==> src/rtl/icache_pkg.sv <==
// icache_pkg: shared types and geometry for the direct-mapped instruction cache
package icache_pkg;
  localparam int ADDR_W      = 30;
  localparam int BLK_ADDR_W  = 28;
  localparam int LINE_W      = 128;
  localparam int WORD_W      = 32;
  localparam int NUM_BLOCKS  = 8;
  localparam int BLOCK_WORDS = 4;
  localparam int INDEX_W     = $clog2(NUM_BLOCKS);
  localparam int OFFSET_W    = $clog2(BLOCK_WORDS);
  localparam int TAG_W       = ADDR_W - OFFSET_W - INDEX_W;
  typedef enum logic {COMPARE, ALLOCATE} state_t;
  typedef struct packed {
    logic              valid;
    logic [TAG_W-1:0]  tag;
    logic [LINE_W-1:0] data;
  } line_t;
endpackage

==> src/rtl/icache_if.sv <==
// icache_if: fetch-side and refill-side signals of the instruction cache
//   slave  : the cache (takes fetch requests, issues refills)
//   master : the environment (IF stage plus instruction memory)
interface icache_if;
  import icache_pkg::*;
  logic                  proc_read;
  logic [ADDR_W-1:0]     proc_addr;
  logic [WORD_W-1:0]     proc_rdata;
  logic                  proc_stall;
  logic                  mem_read;
  logic [BLK_ADDR_W-1:0] mem_addr;
  logic [LINE_W-1:0]     mem_rdata;
  logic                  mem_ready;
  modport slave (
    input  proc_read, proc_addr, mem_rdata, mem_ready,
    output proc_rdata, proc_stall, mem_read, mem_addr
  );
  modport master (
    output proc_read, proc_addr, mem_rdata, mem_ready,
    input  proc_rdata, proc_stall, mem_read, mem_addr
  );
endinterface

==> src/rtl/icache_word_sel.sv <==
// icache_word_sel: picks one 32-bit word out of a 128-bit line by word offset
//   line   : cache line, word 0 in bits [31:0]
//   offset : word offset within the line
//   word   : selected word
module icache_word_sel
  import icache_pkg::*;
(
  input  logic [LINE_W-1:0]   line,
  input  logic [OFFSET_W-1:0] offset,
  output logic [WORD_W-1:0]   word
);
  assign word = line[offset*WORD_W +: WORD_W];
endmodule

==> src/rtl/icache_rsp.sv <==
// icache_rsp: read-only direct-mapped instruction cache with blocking line refill
//   clk, rst_n : clock and asynchronous active-low reset
//   bus        : fetch request/response (proc_*) and refill request/response (mem_*)
module icache_rsp
  import icache_pkg::*;
(
  input  logic      clk,
  input  logic      rst_n,
  icache_if.slave   bus
);
  state_t                state, next_state;
  line_t                 lines [NUM_BLOCKS];
  logic [INDEX_W-1:0]    idx, fill_idx;
  logic [TAG_W-1:0]      tag;
  logic [WORD_W-1:0]     word;
  logic                  hit, miss, fill;
  logic                  mem_read_q;
  logic [BLK_ADDR_W-1:0] mem_addr_q;
  assign idx      = bus.proc_addr[INDEX_W+OFFSET_W-1:OFFSET_W];
  assign tag      = bus.proc_addr[ADDR_W-1:INDEX_W+OFFSET_W];
  assign fill_idx = mem_addr_q[INDEX_W-1:0];
  assign hit      = bus.proc_read & lines[idx].valid & (lines[idx].tag == tag);
  assign miss     = (state == COMPARE) & bus.proc_read & ~hit;
  assign fill     = (state == ALLOCATE) & bus.mem_ready;
  assign bus.mem_read = mem_read_q;
  assign bus.mem_addr = mem_addr_q;
  icache_word_sel u_word_sel (
    .line   (lines[idx].data),
    .offset (bus.proc_addr[OFFSET_W-1:0]),
    .word   (word)
  );
  always_ff @(posedge clk or negedge rst_n) begin
    if (!rst_n) begin
      state      <= COMPARE;
      mem_read_q <= 1'b0;
      mem_addr_q <= '0;
    end else begin
      state      <= next_state;
      mem_read_q <= (next_state == ALLOCATE);
      if (miss) mem_addr_q <= bus.proc_addr[ADDR_W-1:OFFSET_W];
    end
  end
  // Outputs are forced low while reset is held so the fetch side sees an idle cache.
  always_comb begin
    next_state     = miss ? ALLOCATE : fill ? COMPARE : state;
    bus.proc_stall = rst_n & ((state == ALLOCATE) | miss);
    bus.proc_rdata = (rst_n & (state == COMPARE) & hit) ? word : '0;
  end
  // Only valid bits are reset; tag and data are qualified by valid.
  always_ff @(posedge clk or negedge rst_n) begin
    if (!rst_n) begin
      for (int i = 0; i < NUM_BLOCKS; i++) lines[i].valid <= 1'b0;
    end else if (fill) begin
      lines[fill_idx] <= '{valid: 1'b1, tag: mem_addr_q[BLK_ADDR_W-1:INDEX_W], data: bus.mem_rdata};
    end
  end
endmodule

==> src/flat_wrapper.sv <==
// flat-port wrapper written by rule: the top's interface ports become plain ports
module icache_rsp_flat import icache_pkg::*;
  (clk, rst_n, bus_proc_read, bus_proc_addr, bus_mem_rdata, bus_mem_ready, bus_proc_rdata, bus_proc_stall, bus_mem_read, bus_mem_addr);
  icache_if bus_i ();
  input  logic clk;
  input  logic rst_n;
  input wire logic [$bits(bus_i.proc_read)-1:0] bus_proc_read;
  input wire logic [$bits(bus_i.proc_addr)-1:0] bus_proc_addr;
  input wire logic [$bits(bus_i.mem_rdata)-1:0] bus_mem_rdata;
  input wire logic [$bits(bus_i.mem_ready)-1:0] bus_mem_ready;
  output wire logic [$bits(bus_i.proc_rdata)-1:0] bus_proc_rdata;
  output wire logic [$bits(bus_i.proc_stall)-1:0] bus_proc_stall;
  output wire logic [$bits(bus_i.mem_read)-1:0] bus_mem_read;
  output wire logic [$bits(bus_i.mem_addr)-1:0] bus_mem_addr;
  assign bus_i.proc_read = bus_proc_read;
  assign bus_i.proc_addr = bus_proc_addr;
  assign bus_i.mem_rdata = bus_mem_rdata;
  assign bus_i.mem_ready = bus_mem_ready;
  assign bus_proc_rdata = bus_i.proc_rdata;
  assign bus_proc_stall = bus_i.proc_stall;
  assign bus_mem_read = bus_i.mem_read;
  assign bus_mem_addr = bus_i.mem_addr;
  icache_rsp u_core (.clk(clk), .rst_n(rst_n), .bus(bus_i));
endmodule
==> config.mk <==
export PLATFORM = sky130hd
export DESIGN_NAME = icache_rsp_flat
export DESIGN_NICKNAME = d
export VERILOG_FILES = /design/src/rtl/icache_pkg.sv /design/src/rtl/icache_if.sv /design/src/rtl/icache_word_sel.sv /design/src/rtl/icache_rsp.sv /design/src/flat_wrapper.sv
export SDC_FILE = /design/constraint.sdc
export NUM_CORES = 1
export LEC_CHECK = 0
export BUFFER_PORTS_ARGS = -buffer_cell sky130_fd_sc_hd__buf_2
export CORE_MARGIN = 4
export CORE_UTILIZATION = 45
export CTS_CLUSTER_DIAMETER = 80
export DETAILED_ROUTE_END_ITERATION = 10
export PLACE_DENSITY = 0.61
export SLEW_MARGIN = 20
export SYNTH_ARGS = -nofsm -noshare
export SYNTH_HDL_FRONTEND = slang
export SYNTH_HIERARCHICAL = 1
export SYNTH_SLANG_ARGS = --single-unit
==> constraint.sdc <==
create_clock -name clk -period 9.4 [get_ports clk]
set_clock_uncertainty 0.2 [all_clocks]
set_input_delay 0.47 -clock clk [delete_from_list [all_inputs] [get_ports clk]]
set_output_delay 0.47 -clock clk [all_outputs]
set_load 0.05 [all_outputs]
==> metrics.md, run 1 <==
| Metric | Value |
|---|---|
| Die ar. | `roughly 110,000 um2` |
| DRT Pass-1 Iters | `5` |
| CP Launch Type | `input port` |
| DR DRC count | `0` |
| Setup CP Type | `in2out` |
| DRT iter0 DRCs | `between 1.5k and 2k` |
| VDD IR-drop max | `~0.00016 V` |
| Pleak | `~19 nW` |
| Worst hold path type | `in2async` |
| Data required, critical path | `roughly 8.7 ns` |
| Pwr/cell area | `about 220 nW/um2` |
| Top_reg_cell synth | `edfxtp_1` |
| Clk slew on worst S/H paths | `0.06 ns` |
| Largest net degree at the start of global routing | `roughly 150` |
| Routed via count | `~22k` |
| Vias per Instance | `5.55` |
| Syn Nets | `~2.2k` |
| H-Tree Depth | `4` |
| Drt total wl | `approximately 100 mm` |
| Initial antenna violation count | `20` |
| Starting Density | `0.454` |
| Sequential element share of the synthesized area | `0.773` |
| Average wire per standard cell | `about 26 um` |
| Max-capacitance violation count | `0` |
| Gr usage total | `0.187` |
| Post-synth EDFFs | `1,224` |
| Vias in the first global route | `23.8k` |
| Tightest Pin Transition | `~1.1 ns` |
| Yosys cell types | `42` |
| CTS tree | `yes` |
| Critical Path AT | `4.79 ns` |
| Syn. warnings | `6` |
| Status | `complete, no violations` |
| Synthesized area per cell | `around 24 um2` |
| Final setup TNS | `0 ns` |
| Chip Width | `around 340 um` |
| Post-DP HPWL | `55.5 mm` |
| Total gr overflow | `0` |
| Top cells by area, synth | `edfxtp_1, mux4_2, mux2_2, dfrtp_1, mux2i_1` |
| Register-to-Register Setup Slack | `approximately 5.6 ns` |
| Fillcell total | `about 8.1k` |
| Synth async-reset ratio | `0.0293` |
| Final setup violation count | `0` |
| RSZ-0062 raised after global routing | `false` |
| First-pass GRT wire length | `157 mm` |
| Max Root-Sink Buffers | `3` |
| Top cell type by total area after synthesis | `edfxtp_1` |
| #FFs+latches synth | `between 1k and 1.5k` |
| Synth Instances | `~2.1k` |
| GPL Wtd Cong | `~0.72` |
| Worst reg-to-reg path cell count | `8` |
| CTS sink count | `approximately 1.3k` |
| Fin crit share | `0.581` |
| Die H | `337 um` |
| Total power | `approximately 0.012 W` |
| Fraction of layout cells with a size suffix above 1 | `0.358` |
| Clock buffer count from CTS | `about 140` |
| Min Tclk post-route | `approximately 5.5 ns` |
| Worst slew margin | `0.264` |
| Final ANT Viol Nets | `0` |
| Port Buffers | `between 200 and 250` |
| Crit-path max FO | `a little over 70` |
| Max Clk Rate | `approximately 180 MHz` |
| Non-filler cells, final | `~4k` |
| Final Slew Violations | `0` |
| Row Count | `120` |
| Worst setup EP type | `output pin` |
| Area share of the largest cell type after synthesis | `0.754` |
| Final Hold Vio Count | `0` |
| Root Driver | `clkbuf_16` |
| Layout Area Growth over Synthesis | `17.7%` |
| Final #Nets | `between 2k and 3k` |
| # IOs | `approximately 220` |
| Cell Area, Synth | `approximately 50,000 um2` |
| DP Worst Slack | `3.68 ns` |
| Core area | `between 100,000 and 150,000 um2` |
| Placed Cells | `around 3.6k` |
| Worst-Skew Late Latency | `between 0.7 and 0.8 ns` |
| Setup slack after layout | `roughly 3.9 ns` |
metrics by stage:
stage	area, um2	hold slack (ns)	utilization
6_report	57400	0.196	0.535
5_1_grt	57400	0.188	0.535
4_1_cts	57400	0.132	0.535
3_5_place_dp	51600	0.266	0.480
3_3_place_gp	51600	0.255	0.480
2_1_floorplan	48800	-0.0256	-
layout make-up:
type	count	area (um2)	area share
well taps	1403	1760	0.0306
clock inverters	64	596	0.0104
diodes	10	25.0	0.000436
repair buffers	416	3090	0.0539
clock buffers	178	3660	0.0638
inverters	3	11.3	0.000196
flip-flops and latches	1261	37700	0.656
multi-input cells	684	10600	0.184
registers in the layout, indices dropped and copies added, names as in the netlist:
name,cells
u_core/bus.mem_addr,28
u_core/bus.mem_read,1
u_core/lines,1232
synth_stat cells, drive strengths merged, types with 2 or more instances:
cell    instances
a221oi          2
mux4          316
o21ai           2
nand3           4
a22oi          19
clkbuf         47
nand2          18
a22o            2
xor2            7
nand4           5
nor3            2
buf            57
o21bai          8
mux2          157
nor2           12
nor4            4
or4             2
mux2i          60
xnor2          17
and2           34
inv             3
nor2b           6
dfrtp          37
edfxtp       1224
path summary, 6_finish.rpt:
kind                                                        to                     startpoint
min                         u_core/bus.mem_addr[8]$_DFFE_PN0P_                          rst_n
max in group asynchronous  u_core/bus.mem_addr[26]$_DFFE_PN0P_                          rst_n
min reg2reg                      u_core/lines[923]$_DFFE_PN0P_  u_core/lines[923]$_DFFE_PN0P_
min in group clk            u_core/bus.mem_addr[2]$_DFFE_PN0P_               bus_proc_addr[4]
max reg2reg                 u_core/bus.mem_addr[4]$_DFFE_PN0P_    u_core/lines[141]$_DFFE_PP_
max                                         bus_proc_rdata[23]               bus_proc_addr[2]
where the power goes:
part,internal [W],switching (W)
clock,0.00300,0.00208
combinational,0.000370,0.000495
sequential,0.00637,0.000103
worst max-delay path: stages:
cell	delay, ns
buf_8	0.58
buf_4	0.57
mux2i_1	0.17
a22oi_1	0.23
nand3_1	0.18
xnor2_1	0.16
nor4_1	0.65
nand4_1	0.49
nor4_4	0.38
buf_4	0.35
and2_1	0.18
buf_2	0.26
cell usage in the layout (no fill, tap or decap), types with 10 or more instances in the layout:
cell,Yosys,final
and2_1,33,33
clkbuf_16,0,138
xnor2_1,17,17
buf_2,39,219
edfxtp_1,1224,1224
clkbuf_1,45,34
clkinv_2,0,20
buf_4,3,31
nand2_1,18,18
a22oi_1,19,19
dfrtp_1,37,37
mux2_2,148,148
dlygate4sd3_1,0,155
clkinv_1,0,19
mux4_2,314,314
diode_2,0,10
mux2i_1,60,60
cell families after synthesis:
logic type,Yosys count,share of synthesized area
xor gates and xnor gates,24,0.00431
muxes,533,0.195
buffers and inverters,107,0.0116
DFF,1261,0.773
and+or+nand+nor,91,0.0105
AOI/OAI and AO/OA,36,0.00557
metal layers:
layer	up-vias	global-route usage	wire [um]
met5	-	0	72
met4	12	0.0496	1980
met3	150	0.0378	5430
met2	541	0.304	51400
met1	12000	0.263	45800
li1	9635	-	-
repair_timing:
item,in CTS,in global routing
setup endpoints to repair,0,0
setup buffers,0,0
hold buffers,155,0
gates resized for setup,0,0
endpoints found under the hold margin,1087,0
No activity file was read; power rests on OpenSTA's default activity.
==> run 2, diff against run 1 <==
ABC_AREA = 1   (was default)
PLACE_DENSITY = 0.64   (was 0.61)
clock period = 4.46 ns   (was 9.4 ns; I/O delays follow)
==> run 2 against run 1 <==
Net effect:
- first-iteration DRC count is 110% higher
- worst setup slack worse by 3.8 ns
- wire length grew 32%
- non-clock buffer count is 78 higher
- critical path depth grew 3
- core utilization decreased by 0.082 points
- sequential cell count is the same
- highest routed layer unchanged
==> metrics.md, run 2 <==
| Metric | Value |
|---|---|
| Status | `complete, no violations (unchanged)` |
| Area share of the largest cell type after synthesis | `0.717 (was 0.754)` |
| Biggest register | `u_core/lines (unchanged)` |
| Routed via count | `34.8k (was 22.3k)` |
| RSZ-0062 raised after global routing | `false (unchanged)` |
| Worst slew margin | `0.225 (was 0.264)` |
| Core area | `113,000 um2 (was 107,000 um2)` |
| Final Slew Violations | `0 (unchanged)` |
| Syn Nets | `4,546 (was 2,214)` |
| Max FFs per register | `1,232 (unchanged)` |
| Min Tclk post-route | `approximately 4.3 ns` |
| Commonest non-fill, non-tap cells in the layout | `edfxtp_1, nor2_1, o21ai_0 (was edfxtp_1, mux4_2, buf_2)` |
| DRT Pass-1 Iters | `5 (unchanged)` |
| Clock buffer count from CTS | `132 (was 135)` |
| Gr usage total | `0.225 (was 0.187)` |
| Die H | `346 um (was 337 um)` |
| Cell Area, Synth | `51,300 um2 (was 48,800 um2)` |
| Fillcell total | `9,428 (was 8,082)` |
| Pwr/cell area | `434 nW/um2 (was 216 nW/um2)` |
| Reg power frac | `0.517 (was 0.522)` |
| Count leader, synth | `edfxtp_1 (unchanged)` |
| Critical Path AT | `3.88 ns (was 4.79 ns)` |
| Tightest Pin Transition | `1.16 ns (was 1.10 ns)` |
| Data required, critical path | `4.04 ns (was 8.73 ns)` |
| Worst path cell trace | `dlygate4sd3_1 > buf_8 > buf_16 > nand3_1 > nand2_1 > nand2_1 > nand3_1 > o21ai_0 > nor2_1 > nand3_1 > nor2_1 > nand3_1 > buf_4 > nor2_1 > buf_2 (was buf_8 > buf_4 > mux2i_1 > a22oi_1 > nand3_1 > xnor2_1 > nor4_1 > nand4_1 > nor4_4 > buf_4 > and2_1 > buf_2)` |
| Yosys cell types | `23 (was 42)` |
| DRT iter0 DRCs | `3,487 (was 1,698)` |
| Max Clk Rate | `233 MHz` |
| Fin crit share | `0.964` |
| Final setup TNS | `0 ns (unchanged)` |
| Clk slew on worst S/H paths | `0.06 ns (about the same)` |
| Top cells by area, synth | `edfxtp_1, nor2_1, o21ai_0, nand2_1, inv_1 (was edfxtp_1, mux4_2, mux2_2, dfrtp_1, mux2i_1)` |
| Top cell type by total area after synthesis | `edfxtp_1 (unchanged)` |
| Syn. warnings | `6 (unchanged)` |
| Post-synth top cells | `edfxtp_1, nor2_1, o21ai_0, nand2_1, inv_1 (was edfxtp_1, mux4_2, mux2_2, mux2i_1, clkbuf_1)` |
| Worst hold path type | `in2reg (was in2async)` |
| CTS tree | `yes (unchanged)` |
| Top_reg_cell synth | `edfxtp_1 (unchanged)` |
| VDD IR-drop max | `0.000485 V (was 0.000156 V)` |
| Sw Ratio | `0.235 (was 0.216)` |
| Setup CP Type | `in2out (unchanged)` |
| Clock share of power | `0.399 (was 0.409)` |
| Die ar. | `119,000 um2 (was 114,000 um2)` |
| Total gr overflow | `0 (unchanged)` |
| DR DRC count | `0 (unchanged)` |
| Row Count | `123 (was 120)` |
| Fraction of layout cells with a size suffix above 1 | `0.0999 (was 0.358)` |
| Starting Density | `0.455 (was 0.454)` |
| FF/Latch Area | `37,700 um2 (unchanged)` |
| Worst-Skew Late Latency | `0.72 ns (about the same)` |
| Synthesized area per cell | `11.7 um2 (was 23.8 um2)` |
| Commonest non-fill, non-tap cell in the layout | `edfxtp_1 (unchanged)` |
| Area of the multi-input gates | `11,400 um2 (was 10,600 um2)` |
| Max Root-Sink Buffers | `3 (unchanged)` |
| CP max stage delay | `0.57 ns (was 0.65 ns)` |
| CP Launch Type | `input port (unchanged)` |
| Average wire per standard cell | `21.8 um (was 26.1 um)` |
| Port Buffers | `223 (unchanged)` |
| First-pass GRT wire length | `207 mm (was 157 mm)` |
| CP top delay family | `buffers and inverters (was simple AND/OR/NAND/NOR gates)` |
| Final Hold Vio Count | `0 (unchanged)` |
| Most frequent CP cell | `nand3_1 (was buf_4)` |
| Max stage delay cell, worst path | `dlygate4sd3_1 (was nor4_1)` |
| Pleak | `21.8 nW (was 18.8 nW)` |
| Post-synth EDFFs | `1,224 (unchanged)` |
| Max-capacitance violation count | `0 (unchanged)` |
| Worst setup EP type | `output pin (unchanged)` |
| Final setup violation count | `0 (unchanged)` |
| Final ANT Viol Nets | `0 (unchanged)` |
| CTS sink count | `1,261 (unchanged)` |
| #FFs+latches synth | `1,261 (unchanged)` |
| Crit-path max FO | `57 (was 72)` |
| Layout Area Growth over Synthesis | `17.5% (was 17.7%)` |
| Drt total wl | `138 mm (was 105 mm)` |
| Post-CTS Setup Inserts | `0 (unchanged)` |
| Fin util | `0.534 (was 0.535)` |
| Final #Nets | `4,904 (was 2,663)` |
| H-Tree Depth | `4 (unchanged)` |
| Vias in the first global route | `33.0k (was 23.8k)` |
| Synth Instances | `4,384 (was 2,052)` |
| Initial antenna violation count | `16 (was 20)` |
| Largest net degree at the start of global routing | `170 (was 145)` |
| Chip Width | `346 um (was 337 um)` |
| CP Buf/Inv Count | `5 (was 4)` |
| Synth async-reset ratio | `0.0293 (unchanged)` |
| Logic pwr share | `0.084 (was 0.070)` |
| Internal power | `0.0200 W (was 0.00974 W)` |
| GPL Wtd Cong | `0.843 (was 0.719)` |
| Sequential element share of the synthesized area | `0.735 (was 0.773)` |
| Root Driver | `clkbuf_16 (unchanged)` |
| P_sw | `0.00616 W (was 0.00268 W)` |
| Vias per Instance | `5.48 (was 5.55)` |
| Post-DP HPWL | `77.6 mm (was 55.5 mm)` |
| # IOs | `224 (unchanged)` |
-- run 2: repair_timing --
| action | CTS | global route |
|---|---|---|
| endpoints found under the setup margin | 0 | 11 |
| resized for setup | 0 | 4 |
| hold endpoints to repair | 1113 | 0 |
| hold buffers | 188 | 0 |
-- run 2: cells by family (layout without fill, tap and decap cells) --
group	after synthesis	count (layout)	synth area share
AOI/OAI and AO/OA	810	810	0.0854
buffers and inverters	529	978	0.0431
DFF	1261	1261	0.735
other	0	12	0
and+or+nand+nor	1784	1784	0.137
-- run 2: layer usage --
layer  global-route usage  part of all wire  wire (um)
met1                0.308              0.41      57200
met5                    0           0.00055         76
met2                0.358              0.47      64700
met3               0.0495             0.084      11600
met4               0.0805             0.034       4720
-- run 2: power by group through the flow --
stage	sequential, W	clock, W	combinational [W]
floorplan	0.0139	0	0.00103
global placement	0.0138	0	0.00199
detailed placement	0.0138	0	0.00201
CTS	0.0135	0.0106	0.00218
global route	0.0136	0.0111	0.00239
finish	0.0135	0.0104	0.00220
-- run 2: cell type report --
cell class	count	area share
clock inverters	64	0.00966
inverters	259	0.0168
clock buffers	161	0.0578
well taps	1500	0.0312
diodes	12	0.000498
multi-input cells	2594	0.190
flip-flops and latches	1261	0.626
repair buffers	494	0.0685
-- run 2: worst paths after layout --
path,end,cells after the start,from,slack [ns]
min reg2reg,u_core/lines[769]$_DFFE_PN0P_,2,u_core/lines[769]$_DFFE_PN0P_,0.25
max in group asynchronous,u_core/bus.mem_addr[26]$_DFFE_PN0P_,4,rst_n,3.17
max reg2reg,u_core/bus.mem_addr[1]$_DFFE_PN0P_,14,u_core/lines[903]$_DFFE_PP_,1.61
max,bus_proc_rdata[24],15,bus_proc_addr[3],0.16
min,u_core/lines[820]$_DFFE_PP_,2,bus_mem_rdata[50],0.1
min in group asynchronous,u_core/lines[153]$_DFFE_PN0P_,4,rst_n,0.48
-- run 2: through the flow --
stage	area, um2	power (W)	std cells	setup slack, ns	hold WS [ns]
after floorplan	51300	0.0149	4384	0.460	-0.273
after global placement	54200	0.0158	5919	0.620	0.139
after detailed placement	54200	0.0158	5919	0.640	0.157
after CTS	60200	0.0263	6332	0.0322	0.0498
after global routing	60200	0.0271	6337	0.0188	0.0973
final	60200	0.0262	6345	0.161	0.0965
